**src/rtl/scan_led_hex_disp_n.sv**
```systemverilog
`default_nettype none
// ============================================================================
// Module   : scan_led_hex_disp_n
// Purpose  : Time-multiplexed hex 7-segment scanner, one digit lit at a time.
//            Per-digit decimal point and blank masks, an anti-ghosting blank
//            interval at the start of every digit period, and frame latching
//            of all display inputs so a frame never mixes old and new data.
// Options  : BRIGHTNESS_PWM_EN - adds brightness[3:0] duty-cycle gating.
// Revision : 1.0 - initial release
// ============================================================================
module scan_led_hex_disp_n #(
  parameter int NUM_DIGITS     = 4,
  parameter int DIV_W          = 16,
  parameter int BLANK_CYCLES   = 64,
  parameter int AN_ACTIVE_LOW  = 0,
  parameter int SEG_ACTIVE_LOW = 1
) (
  input  logic                          clk,
  input  logic                          reset,
  input  logic [4*NUM_DIGITS-1:0]       hex_bus,
  input  logic [NUM_DIGITS-1:0]         dp_in,
  input  logic [NUM_DIGITS-1:0]         blank_in,
`ifdef BRIGHTNESS_PWM_EN
  input  logic [3:0]                    brightness,
`endif
  output logic [NUM_DIGITS-1:0]         an,
  output logic [6:0]                    sseg,
  output logic                          dp,
  output logic [$clog2(NUM_DIGITS)-1:0] digit_idx,
  output logic                          frame_start
);

  localparam int                    IDX_W       = $clog2(NUM_DIGITS);
  localparam logic [DIV_W-1:0]      C_BLANK_END = DIV_W'(BLANK_CYCLES);
  localparam logic [IDX_W-1:0]      C_LAST_IDX  = IDX_W'(NUM_DIGITS - 1);
  // "Off" levels; XOR with these converts an active-high value to pin polarity
  localparam logic [NUM_DIGITS-1:0] C_AN_OFF    = (AN_ACTIVE_LOW  != 0) ? '1 : '0;
  localparam logic [6:0]            C_SEG_OFF   = (SEG_ACTIVE_LOW != 0) ? 7'h7F : 7'h00;
  localparam logic                  C_DP_OFF    = (SEG_ACTIVE_LOW != 0);

  // Phase encoding
  localparam logic [0:0] PH_BLANK = 1'b0;
  localparam logic [0:0] PH_SHOW  = 1'b1;

  // Active-low {g,f,e,d,c,b,a} pattern for one hex nibble
  function automatic logic [6:0] f_decode_al(input logic [3:0] i_v);
    logic [6:0] w_p;
    case (i_v)
      4'h0: w_p = 7'b1000000;
      4'h1: w_p = 7'b1111001;
      4'h2: w_p = 7'b0100100;
      4'h3: w_p = 7'b0110000;
      4'h4: w_p = 7'b0011001;
      4'h5: w_p = 7'b0010010;
      4'h6: w_p = 7'b0000010;
      4'h7: w_p = 7'b1111000;
      4'h8: w_p = 7'b0000000;
      4'h9: w_p = 7'b0011000;
      4'hA: w_p = 7'b0001000;
      4'hB: w_p = 7'b0000011;
      4'hC: w_p = 7'b1000110;
      4'hD: w_p = 7'b0100001;
      4'hE: w_p = 7'b0000110;
      default: w_p = 7'b0001110;
    endcase
    return w_p;
  endfunction

  logic [DIV_W-1:0]        r_pre;
  logic [DIV_W-1:0]        w_pre_nxt;
  logic [IDX_W-1:0]        r_idx;
  logic [IDX_W-1:0]        w_idx_nxt;
  logic [0:0]              w_phase;
  logic                    w_capture;

  logic [4*NUM_DIGITS-1:0] r_sh_hex;
  logic [NUM_DIGITS-1:0]   r_sh_dp;
  logic [NUM_DIGITS-1:0]   r_sh_blank;

  // Shadow values as seen this cycle (fresh inputs on the capture cycle itself)
  logic [4*NUM_DIGITS-1:0] w_hex_cur;
  logic [NUM_DIGITS-1:0]   w_dp_cur;
  logic [NUM_DIGITS-1:0]   w_blank_cur;
  logic [3:0]              w_nib;
  logic [NUM_DIGITS-1:0]   w_onehot;
  logic                    w_bri_ok;

  logic [NUM_DIGITS-1:0]   w_an;
  logic [6:0]              w_sseg;
  logic                    w_dp;

  logic [NUM_DIGITS-1:0]   r_an;
  logic [6:0]              r_sseg;
  logic                    r_dp;
  logic [IDX_W-1:0]        r_digit_idx;
  logic                    r_frame_start;

  assign w_capture   = (r_pre == '0) && (r_idx == '0);
  assign w_hex_cur   = w_capture ? hex_bus  : r_sh_hex;
  assign w_dp_cur    = w_capture ? dp_in    : r_sh_dp;
  assign w_blank_cur = w_capture ? blank_in : r_sh_blank;
  assign w_nib       = w_hex_cur[{r_idx, 2'b00} +: 4];
  assign w_onehot    = NUM_DIGITS'(1) << r_idx;

`ifdef BRIGHTNESS_PWM_EN
  logic [3:0] r_sh_bri;
  logic [3:0] w_bri_cur;

  assign w_bri_cur = w_capture ? brightness : r_sh_bri;
  assign w_bri_ok  = (r_pre[DIV_W-1 -: 4] <= w_bri_cur);

  // Brightness is latched with the rest of the frame
  always_ff @(posedge clk) begin
    if (reset)          r_sh_bri <= 4'hF;
    else if (w_capture) r_sh_bri <= brightness;
  end
`else
  assign w_bri_ok = 1'b1;
`endif

  // State register: prescaler and scanned digit index
  always_ff @(posedge clk) begin
    if (reset) begin
      r_pre <= '0;
      r_idx <= '0;
    end else begin
      r_pre <= w_pre_nxt;
      r_idx <= w_idx_nxt;
    end
  end

  // Next state: prescaler wraps naturally, digit advances on the wrap
  always_comb begin
    w_pre_nxt = r_pre + 1'b1;
    w_idx_nxt = r_idx;
    if (&r_pre) w_idx_nxt = (r_idx == C_LAST_IDX) ? '0 : r_idx + 1'b1;
    w_phase = (r_pre < C_BLANK_END) ? PH_BLANK : PH_SHOW;
  end

  // Frame capture of all display inputs at the start of digit 0
  always_ff @(posedge clk) begin
    if (reset) begin
      r_sh_hex   <= '0;
      r_sh_dp    <= '0;
      r_sh_blank <= '1;
    end else if (w_capture) begin
      r_sh_hex   <= hex_bus;
      r_sh_dp    <= dp_in;
      r_sh_blank <= blank_in;
    end
  end

  // Output decode: everything dark in BLANK or outside the brightness window
  always_comb begin
    w_an   = C_AN_OFF;
    w_sseg = C_SEG_OFF;
    w_dp   = C_DP_OFF;
    if ((w_phase == PH_SHOW) && w_bri_ok) begin
      if (!w_blank_cur[r_idx]) w_an = w_onehot ^ C_AN_OFF;
      w_sseg = f_decode_al(w_nib) ^ ~C_SEG_OFF;
      w_dp   = w_dp_cur[r_idx] ^ C_DP_OFF;
    end
  end

  // Output registers: one cycle behind the prescaler/digit state
  always_ff @(posedge clk) begin
    if (reset) begin
      r_an          <= C_AN_OFF;
      r_sseg        <= C_SEG_OFF;
      r_dp          <= C_DP_OFF;
      r_digit_idx   <= '0;
      r_frame_start <= 1'b0;
    end else begin
      r_an          <= w_an;
      r_sseg        <= w_sseg;
      r_dp          <= w_dp;
      r_digit_idx   <= r_idx;
      r_frame_start <= w_capture;
    end
  end

  assign an          = r_an;
  assign sseg        = r_sseg;
  assign dp          = r_dp;
  assign digit_idx   = r_digit_idx;
  assign frame_start = r_frame_start;

endmodule
`default_nettype wire

```
**config.mk**
```make
export PLATFORM = sky130hd
export DESIGN_NAME = scan_led_hex_disp_n
export DESIGN_NICKNAME = d
export VERILOG_FILES = /design/src/rtl/scan_led_hex_disp_n.sv
export SDC_FILE = /design/constraint.sdc
export NUM_CORES = 1
export LEC_CHECK = 0
export CAP_MARGIN = 20
export CORE_AREA = 4 4 84 86
export DETAILED_ROUTE_END_ITERATION = 8
export DIE_AREA = 0 0 88 90
export GPL_ROUTABILITY_DRIVEN = 0
export PLACE_DENSITY = 0.68
export SYNTH_ARGS = -nofsm -noshare
export SYNTH_HDL_FRONTEND = slang
export SYNTH_SLANG_ARGS = --single-unit
```
**constraint.sdc**
```tcl
create_clock -name clk -period 7.75 [get_ports clk]
set_input_delay 1.55 -clock clk [delete_from_list [all_inputs] [get_ports clk]]
set_output_delay 1.55 -clock clk [all_outputs]
set_load 0.03 [all_outputs]
```
==> qor.csv <==
metric,value,unit
TritonCTS Buffers,9,
Pwr Total,661,uW
Final Setup Violations,0,
Post-synth EDFFs,0,
asr flop ratio synth,0,
setup TNS,0,ns
"Max stage delay cell, worst path",mux4_2,
most common cell in the netlist,dfxtp_1,
final wirelength,4.71,mm
CP startpoint kind,flip-flop,
I/O Buffers,40,
# Post-CTS Setup Buffers,0,
Starting Density,0.394,
flop-to-flop setup slack,4.05,ns
Least-Margin Pin Slew,0.622,ns
Worst VDD drop,139,uV
number of global-route vias before repair,1702,
max incr delay on CP,0.57,ns
Top Metal Used,met4,
most used flip-flop cell after synthesis,dfxtp_1,
Yosys warning total,0,
post-synth top area cell,dfxtp_1,
"Seq/Total Area, Yosys",0.461,
relative slew slack,0.585,
Yosys reg bits,57,
syn avg cell area,10.2,sq um
Cell Pwr Density,213,nW/um^2
H-tree levels,3,
Crit Path Class,reg -> reg,
"Net Count, Synth",279,
outcome,completed,
maximum clock rate,270,MHz
residual DRC count,0,
grt total ovfl,0,
post-route antenna net violation count,0,
Routed met2 length,2.10,mm
die height,90,um
clk_skew,0.00961,ns
root buffer cell,clkbuf_8,
minimum clock period,3.70,ns
leakage,0.00127,uW
dpl hpwl,3.26,mm
starting DRC count in detailed routing,58,
post-layout util,0.494,
period utilisation layout,0.478,
nets@finish,322,
Clock Latency Late Sink,0.33,ns
Post-Route M1 WL,2.28,mm
quantity of gates resized following cts,0,
1st-pass router iterations,4,
Vias,1777,
fillers,589,
clock sinks,57,
Antenna diodes,0,
RSZ-0062 raised after global routing,no,
top post-synthesis cells by area,"dfxtp_1 46%, mux2i_1 11%, nor2_1 6.7%, ha_1 5.1%, mux4_2 4.6%",
Mapped Area,2470,sq um
Core Region,6280,sq um
largest net degree at the start of global routing,47,
min-delay worst type,reg -> reg,
total track usage,0.127,
row cnt,29,
critical path required time,7.97,ns
Ports,41,
Final Max Tran Viols,0,
clock transition at the registers of the reported paths,0.06,ns
area grow syn2layout,25.3,%
synth unique cells,35,
routed length per instance,12.8,um
post-DR vias/cell,4.83,
hold buffers post-CTS,0,
die width,88,um
max_cap viols,0,
cells along the critical path,clkinv_1 > ha_1 > nor4bb_4 > nand4_4 > mux2i_1 > mux4_2 > ha_1 > inv_1 > or3b_1 > o21ai_1 > o21ai_1,
"Hold Vio Cnt, Final",0,
met3 routed WL,230,um
Yosys top cell area share,0.461,
initial antenna violation count,0,
crit path max fanout,24,
crit path DAT,3.92,ns
first-pass GRT wire length,7.93,mm
clock tree buffer depth,2,
Gate Count Post-Synth,243,
share of layout cells above drive strength 1,0.0893,
die area,7920,sq um
TritonCTS clock tree,done,
Synth top cells by count,"57 x dfxtp_1, 44 x nor2_1, 27 x mux2i_1",
Setup crit end kind,flip-flop,
[path summary, 6_finish.rpt]
check | endpoint | startpoint | cells past startpoint
min | r_sh_blank[1] | r_sh_blank[1] | 2
max | sseg[3] | r_idx[1] | 11
min reg2reg | r_sh_blank[1] | r_sh_blank[1] | 2
max reg2reg | sseg[3] | r_idx[1] | 11
[critical path, delay by kind of cell (launching register included)]
kind / cells / cell delay (ns)
compound gates: 2 / 0.15
fa+ha+maj: 2 / 0.57
buf+inv: 2 / 0.32
flops: 1 / 0.42
mux: 2 / 0.84
simple gates: 3 / 1.28
[per-layer routing]
| metal | vias up | global-route usage |
|---|---|---|
| met5 | - | 0 |
| met4 | 0 | 0.0691 |
| met2 | 37 | 0.186 |
| met1 | 812 | 0.170 |
| met3 | 10 | 0.0293 |
| li1 | 918 | - |
[report_power, final]
part | total [uW] | leakage (uW) | internal, uW | switching (uW)
Clock | 244 | 0.0000867 | 133 | 111
Combinational | 105 | 0.000717 | 52.6 | 52.8
Sequential | 312 | 0.000465 | 307 | 4.67
Total | 661 | 0.00127 | 493 | 168
[placed cells by master (no fill, tap or decap), drive strengths merged, types with 2 or more instances in the layout]
master | netlist | layout
dfxtp | 57 | 57
nor2 | 44 | 44
clkdlybuf4s50 | 0 | 40
mux2i | 27 | 27
clkbuf | 7 | 14
nand2 | 11 | 11
nand3 | 11 | 11
ha | 10 | 10
xor2 | 9 | 9
inv | 7 | 7
nand2b | 7 | 7
o21ai | 7 | 7
mux4 | 5 | 5
a21oi | 5 | 5
and3 | 5 | 5
or3 | 4 | 4
o211ai | 3 | 3
nor4 | 3 | 3
clkinv | 2 | 3
nand4 | 3 | 3
o221ai | 2 | 2
o22ai | 2 | 2
xnor2 | 2 | 2
buf | 3 | 2
[logic make-up after synthesis]
kind of cell               count (synthesis)  synth area share
and+or+nand+nor                           92             0.201
DFF                                       57             0.461
muxes                                     33             0.159
AOI/OAI and AO/OA                         21            0.0516
buffers and inverters                     19            0.0379
xor gates and xnor gates                  11            0.0389
adders and majority gates                 10            0.0506
[sequential cells by signal, indices dropped and copies added (netlist names)]
| signal | cells |
|---|---|
| digit_idx | 2 |
| r_idx | 2 |
| dp | 1 |
| an | 4 |
| r_sh_blank | 4 |
| frame_start | 1 |
| r_sh_hex | 16 |
| r_pre | 16 |
| r_sh_dp | 4 |
| sseg | 7 |
[through the flow]
step	cell area (sq um)	worst slack [ns]	cells	hold slack, ns
floorplan	2470	4.45	243	0.447
global placement	2930	4.02	352	0.463
detailed placement	2930	3.97	352	0.471
CTS	3100	3.99	368	0.484
global route	3100	3.75	368	0.516
finish	3100	4.05	368	0.479
[final cells by class]
cell class	count	area [sq um]	area share
well taps	77	96.3	0.0311
clock buffers	14	163	0.0524
repair buffers	42	415	0.134
clock inverters	2	12.5	0.00403
flip-flops and latches	57	1140	0.368
inverters	9	33.8	0.0109
multi-input cells	167	1240	0.400
(Power assumes the default switching activity.)
